**src/rtl/button_event_queue.sv**
```systemverilog
// Debounced four-button press queue read by the CPU at address 7; each poll rise pops one colour event.
// Optional BTN_OVERFLOW_CLR_EN: overflow shown in data_out bit31 and cleared by a poll rise.
module button_event_queue #(
   parameter int DEBOUNCE_CYCLES = 1000000,
   parameter int DEPTH           = 4
) (
   input  logic                     clock,
   input  logic                     reset,
   input  logic                     red_button,
   input  logic                     blue_button,
   input  logic                     green_button,
   input  logic                     yellow_button,
   input  logic                     poll,
   output logic [31:0]              data_out,
   output logic [$clog2(DEPTH):0]   pending_count,
   output logic                     overflow
);
   localparam int CW = $clog2(DEBOUNCE_CYCLES);
   localparam int AW = $clog2(DEPTH);
   localparam logic [CW-1:0] CNT_MAX = CW'(DEBOUNCE_CYCLES - 1);
   localparam logic [AW:0]   FULL_COUNT = (AW+1)'(DEPTH);

   // Bit index equals the colour code: 0 red, 1 blue, 2 green, 3 yellow.
   logic [3:0] raw;
   logic [3:0] pending_vec;
   logic [3:0] clear_sel;

   assign raw = {yellow_button, green_button, blue_button, red_button};

   generate
      for (genvar gi = 0; gi < 4; gi++) begin : g_btn
         logic          sync1_reg;
         logic          sync2_reg;
         logic          level_reg;
         logic          pending_reg;
         logic [CW-1:0] cnt_reg;
         logic          accept_rise;

         assign accept_rise     = sync2_reg & ~level_reg & (cnt_reg == CNT_MAX);
         assign pending_vec[gi] = pending_reg;

         always_ff @(posedge clock or posedge reset) begin
            if (reset) begin
               sync1_reg   <= 1'b0;
               sync2_reg   <= 1'b0;
               level_reg   <= 1'b0;
               pending_reg <= 1'b0;
               cnt_reg     <= '0;
            end else begin
               sync1_reg <= raw[gi];
               sync2_reg <= sync1_reg;
               if (sync2_reg == level_reg) begin
                  cnt_reg <= '0;
               end else if (cnt_reg == CNT_MAX) begin
                  cnt_reg   <= '0;
                  level_reg <= sync2_reg;
               end else begin
                  cnt_reg <= cnt_reg + 1'b1;
               end
               // A fresh press outranks clearing, so it is never lost behind an older push.
               if (accept_rise)
                  pending_reg <= 1'b1;
               else if (clear_sel[gi])
                  pending_reg <= 1'b0;
            end
         end
      end
   endgenerate

   logic            any_pending;
   logic [1:0]      win_idx;
   logic            poll_q_reg;
   logic            rise;
   logic            pop;
   logic            push;
   logic            drop;
   logic            empty;
   logic            full;
   logic [AW-1:0]   wr_ptr_reg;
   logic [AW-1:0]   rd_ptr_reg;
   logic [AW:0]     count_reg;
   logic            overflow_reg;
   logic [31:0]     snapshot_reg;
   logic [31:0]     head_word;
   logic [1:0]      mem [DEPTH];

   always_comb begin
      win_idx = 2'd0;
      for (int i = 3; i >= 0; i--) begin
         if (pending_vec[i])
            win_idx = 2'(i);
      end
   end

   assign any_pending = |pending_vec;
   assign clear_sel   = pending_vec & (~pending_vec + 4'd1);
   assign empty       = (count_reg == '0);
   assign full        = (count_reg == FULL_COUNT);
   assign rise        = poll & ~poll_q_reg;
   assign pop         = rise & ~empty;
   // A pop on the same edge frees the slot, so a full FIFO can still take the push.
   assign push        = any_pending & (~full | pop);
   assign drop        = any_pending & full & ~pop;

   always_comb begin
      head_word = 32'd0;
      if (!empty)
         head_word = {29'd0, 1'b1, mem[rd_ptr_reg]};
`ifdef BTN_OVERFLOW_CLR_EN
      head_word[31] = overflow_reg;
`endif
   end

   assign data_out      = (poll & poll_q_reg) ? snapshot_reg : head_word;
   assign pending_count = count_reg;
   assign overflow      = overflow_reg;

   always_ff @(posedge clock) begin
      if (push)
         mem[wr_ptr_reg] <= win_idx;
   end

   always_ff @(posedge clock or posedge reset) begin
      if (reset) begin
         poll_q_reg   <= 1'b0;
         wr_ptr_reg   <= '0;
         rd_ptr_reg   <= '0;
         count_reg    <= '0;
         overflow_reg <= 1'b0;
         snapshot_reg <= 32'd0;
      end else begin
         poll_q_reg <= poll;
         if (rise)
            snapshot_reg <= head_word;
         if (push)
            wr_ptr_reg <= wr_ptr_reg + 1'b1;
         if (pop)
            rd_ptr_reg <= rd_ptr_reg + 1'b1;
         if (push && !pop)
            count_reg <= count_reg + 1'b1;
         else if (pop && !push)
            count_reg <= count_reg - 1'b1;
`ifdef BTN_OVERFLOW_CLR_EN
         if (drop)
            overflow_reg <= 1'b1;
         else if (rise)
            overflow_reg <= 1'b0;
`else
         if (drop)
            overflow_reg <= 1'b1;
`endif
      end
   end
endmodule

```
**config.mk**
```make
export PLATFORM = sky130hd
export DESIGN_NAME = button_event_queue
export DESIGN_NICKNAME = d
export VERILOG_FILES = /design/src/rtl/button_event_queue.sv
export SDC_FILE = /design/constraint.sdc
export NUM_CORES = 1
export LEC_CHECK = 0
export CORE_ASPECT_RATIO = 0.6
export CORE_MARGIN = 4
export CORE_UTILIZATION = 35
export CTS_BUF_LIST = sky130_fd_sc_hd__clkbuf_8
export CTS_CLUSTER_SIZE = 25
export DETAILED_ROUTE_END_ITERATION = 6
export PLACE_DENSITY_LB_ADDON = 0.08
export SYNTH_ARGS = -nofsm -noshare
export SYNTH_HDL_FRONTEND = slang
export SYNTH_SLANG_ARGS = --single-unit
```
**constraint.sdc**
```tcl
create_clock -name clock -period 6.2 [get_ports clock]
set_input_delay 1.86 -clock clock [delete_from_list [all_inputs] [get_ports clock]]
set_output_delay 1.86 -clock clock [all_outputs]
set_load 0.01 [all_outputs]
```
== Yosys cells after proc, flatten, opt, wreduce, memory -nomap -nowiden ==
Memory sizes are Yosys's and may differ from the RTL's.
Index checks and enable logic that the tools add are counted.
Word-level totals
  input port bits: 7
  bits in registers: 137
  memories: 1
  memory bits (writable): 8
Memories
  mem: words 4, bits a word 2, rd ports 1, clocked after Yosys merged registers in 0, wr ports 1, RTL line 85  | logic [1:0] mem [DEPTH];
Operators by class
  $add $sub $neg: 9
  reductions and logical operators: 15
  bitwise operators: 29
  muxes and demuxes: 26
  eq/ne operators: 9
Operators with widths (count)
  $mux W20: 8
  $add A20 B1 Y20 const B: 4
  $eq A20 B20 Y1 const B: 4
  $mux W32: 1
  $and A1 B1 Y1: 14
  $not A1 Y1: 12
  $mux W1: 10
  $reduce_bool A2 Y1: 5
  $mux W3: 3
  $mux W2: 4
  $reduce_and A2 Y1: 4
  $add A2 B1 Y2 const B: 2
  $add A4 B1 Y4 const B: 1
  $and A4 B4 Y4: 1
  $eq A1 B1 Y1: 4
  $not A4 Y4: 1
  $reduce_or A4 Y1: 1
  $add A3 B1 Y3 const B: 1
  $eq A3 B3 Y1 const B: 1
  $logic_not A3 Y1: 1
  $sub A3 B1 Y3 const B: 1
  $logic_and A1 B1 Y1: 2
  $logic_not A1 Y1: 2
  $or A1 B1 Y1: 1

== Longest topological paths before layout ==
  depth after elaboration: 9
  mapped depth: 9
  depth with buffers taken out: 9

== Worst setup path before layout ==
No wires, ideal clock.
  path kind: input to output
  start: input poll
  end: output data_out[2]
  data arrival time: 2.393 ns
  cell stages on the path: 2
  slack: 1.947 ns
  buffers on the path: 0
  required time: 4.340 ns
  cells stage by stage: and2_1 mux2_2
On the way
  longest elaborated chain between the ends: 2
RTL lines
  start: declaration: RTL line 13  | input logic poll,
  $and A1 B1 Y1: RTL line 114  | assign data_out = (poll & poll_q_reg) ? snapshot_reg : head_word;
  $mux W32: RTL line 114
  end: declaration: RTL line 14  | output logic [31:0] data_out,
Every way passes these cells.

== Worst setup path in the final report ==
Ends and elaborated chain as after synthesis.

==> impl_metrics.py <==
metrics = {
    "outcome": {
        "status": "complete, no violations",
    },
    "finish": {
        "final_cells": 810,
        "nets": 615,
        "fin_util_pct": 40.3,
        "seqCellArea_um2": 2940,
        "syn_to_final_growth_pct": 10.2,
        "fill_cells": 1541,
        "multiInputGateArea_um2": 2530,
        "drive_gt1_share_pct": 8.40,
        "stdcell_area_um2": 6340,
        "largest_reg_flops": 80,
        "antennaDiodeCount": 0,
    },
    "floorplanning": {
        "io_pins": 43,
        "initial_utilization_pct": 36.6,
        "die_area_um2": 18600,
        "die_height_um": 107,
        "die_w_um": 174,
        "fp.coreArea_um2": 15700,
        "num_rows": 35,
    },
    "hold_path": {
        "min_path_type": "flop to flop",
        "min_from": "g_btn[2].sync1_reg",
    },
    "routing": {
        "vias": 3976,
        "drc_errors": 0,
        "vias_per_cell": 4.91,
        "ant_nets": 0,
        "drt-pass1-iter-count": 4,
        "wl_per_cell_um": 13.7,
        "drtIter0Drc": 280,
        "wl_mm": 11.1,
    },
    "cts": {
        "cts_resized": 0,
        "clkTransAtPathRegs_ps": 70,
        "clock-root-buffer": "clkbuf_8",
        "clock_latency_ps": 430,
        "cts_num_sinks": 116,
        "htree_levels": 4,
        "clk_path_buf_depth": 2,
        "tritoncts": "yes",
        "cts_buffers": 17,
        "ctsHoldBuffers": 0,
        "postCtsSetupRepairBufs": 0,
    },
    "timing": {
        "rsz0062_at_grt": "no",
        "setup_tns_ps": 0,
        "tightest_slew_ps": 1030,
        "finalCriticalPeriod_ps": 5260,
        "setup_viol": 0,
        "slew_headroom_pct": 31.1,
        "clock.fmax_ghz": 0.190,
        "hold_viol_final": 0,
        "period_share_pct": 84.8,
        "skew_ps": 18.0,
        "drv_slew": 0,
    },
    "global_route": {
        "grt_pass1_vias": 3848,
        "grt_max_degree": 84,
        "gr-total-overflow": 0,
        "grt_pass1_wl_mm": 19.4,
        "antenna_found_initial": 0,
        "grtUsageTotal_pct": 12.8,
    },
    "pwr": {
        "ir_drop_v": 0.0000934,
        "p_leak_uw": 0.00250,
        "p_total_uw": 1570,
        "p_per_area_nw_per_um2": 248,
    },
    "worst_setup_path": {
        "cp_slowest_cell": "clkdlybuf4s50_1",
        "max_stage_delay_ps": 490,
        "crit_family": "buffers and inverters",
        "cpMostUsedCell": "clkdlybuf4s50_1",
        "critPathCaptureType": "output port",
        "worstSetupPathType": "input port to output port",
        "path_cells": "clkdlybuf4s50_1, and2_1, mux2_2, clkdlybuf4s50_1",
        "cp.required_ps": 4340,
        "cp_num_buf_inv": 2,
        "cp-start-kind": "input port",
        "timing.rr.start": "g_btn[2].cnt_reg[0]",
        "arrival_ps": 3400,
        "startpoint": "poll",
        "critPathMaxFanout": 5,
    },
    "logic_synthesis": {
        "synth_area_um2": 5760,
        "yosysTopAreaCell": "dfrtp_1",
        "synth_top_area_share_pct": 47.0,
        "synth_common_cells": "dfrtp_1, nor2_1, xnor2_1",
        "yosysWarnings": 0,
        "yosysUniqueCellTypes": 45,
        "async_reset_ff_share_pct": 93.1,
        "yosysSeqAreaShare_pct": 51.1,
        "synth_flop_cell": "dfrtp_1",
        "ys_ff_latch": 116,
        "synth_edf_count": 8,
        "syn_inst": 573,
        "yosysMostFrequentCell": "dfrtp_1",
        "synth.avg_cell_area_um2": 10.0,
        "ys_top_cells_by_area": "dfrtp_1, xnor2_1, nor2_1",
    },
    "placed_design": {
        "placed_area_um2": 6000,
        "dp_hpwl_mm": 7.40,
        "port_buffers": 13,
        "placed_cells": 778,
        "globalplace.congestion": 0.773,
    },
    "job": {
        "drv_cap": 0,
    },
}
-- routing by layer --
layer | global-route usage (%) | share of wire (%) | vias up
li1 | - | - | 1971
met1 | 19.6 | 56 | 1919
met2 | 16.9 | 39 | 76
met3 | 3.62 | 4.9 | 10
met4 | 4.44 | 0.74 | 0
met5 | 0 | 0 | -
-- placed cells by master, fill, tap and decap left out, types with 2 or more instances in the layout --
master,netlist,layout
nand3_1,25,25
mux4_2,2,2
nor2_1,78,78
o21ai_0,16,16
nand4bb_1,2,2
xnor2_1,46,46
nand4_1,16,16
mux2_2,6,6
xor2_1,11,11
clkdlybuf4s50_1,0,13
nand4b_1,3,3
or4_1,13,13
or4_4,2,2
nand2_1,35,35
clkinv_2,0,7
and3_1,4,4
nor4_1,14,14
dfrtp_1,108,108
or3_1,11,11
nor4b_1,3,3
clkbuf_8,0,17
o31ai_1,11,11
and2_1,5,5
o21bai_1,5,4
nor3_1,22,22
edfxtp_1,8,8
buf_4,29,4
clkinvlp_4,0,3
ha_1,13,13
inv_1,30,33
conb_1,1,29
a21oi_1,21,21
nand3b_1,5,5
-- final timing paths --
| check | end | slack [ps] | cells after the start |
|---|---|---|---|
| setup / recovery | data_out[2] | 940 | 4 |
| hold / removal | g_btn[2].sync2_reg | 350 | 0 |
| setup reg to reg | g_btn[2].cnt_reg[7] | 3640 | 5 |
| hold reg to reg | g_btn[2].sync2_reg | 350 | 0 |
| max in group asynchronous | g_btn[0].pending_reg | 3170 | 3 |
| min in group asynchronous | g_btn[0].cnt_reg[3] | 2050 | 2 |
-- where the power goes --
part           switching [uW]  total, uW  internal (uW)
sequential               35.6        827            792
combinational            71.1        134           62.9
clock                     308        613            304
-- kinds of logic (layout without fill, tap and decap cells) --
family,Yosys count,count (layout),share of synthesized area (%)
flops,116,116,51.1
mux,8,8,1.96
fa+ha+maj,14,14,3.17
simple gates,246,246,22.2
compound gates,58,58,6.02
xor+xnor,57,57,8.67
buf+inv,73,79,6.78
other cells,1,29,0.0652
-- through the flow --
step	hold slack [ps]	worst slack, ps
2_1_floorplan	331	1490
3_5_place_dp	336	932
5_1_grt	355	874
3_3_place_gp	331	971
4_1_cts	353	927
6_report	347	941
-- cell type report --
class                   instances  area share [%]
flip-flops and latches        116            46.4
multi-input cells             412            39.9
well taps                     203            4.01
clock buffers                  17            3.69
repair buffers                 17            2.53
inverters                      30            1.82
clock inverters                15            1.62
Note: power is estimated with default switching activity, not from simulation.
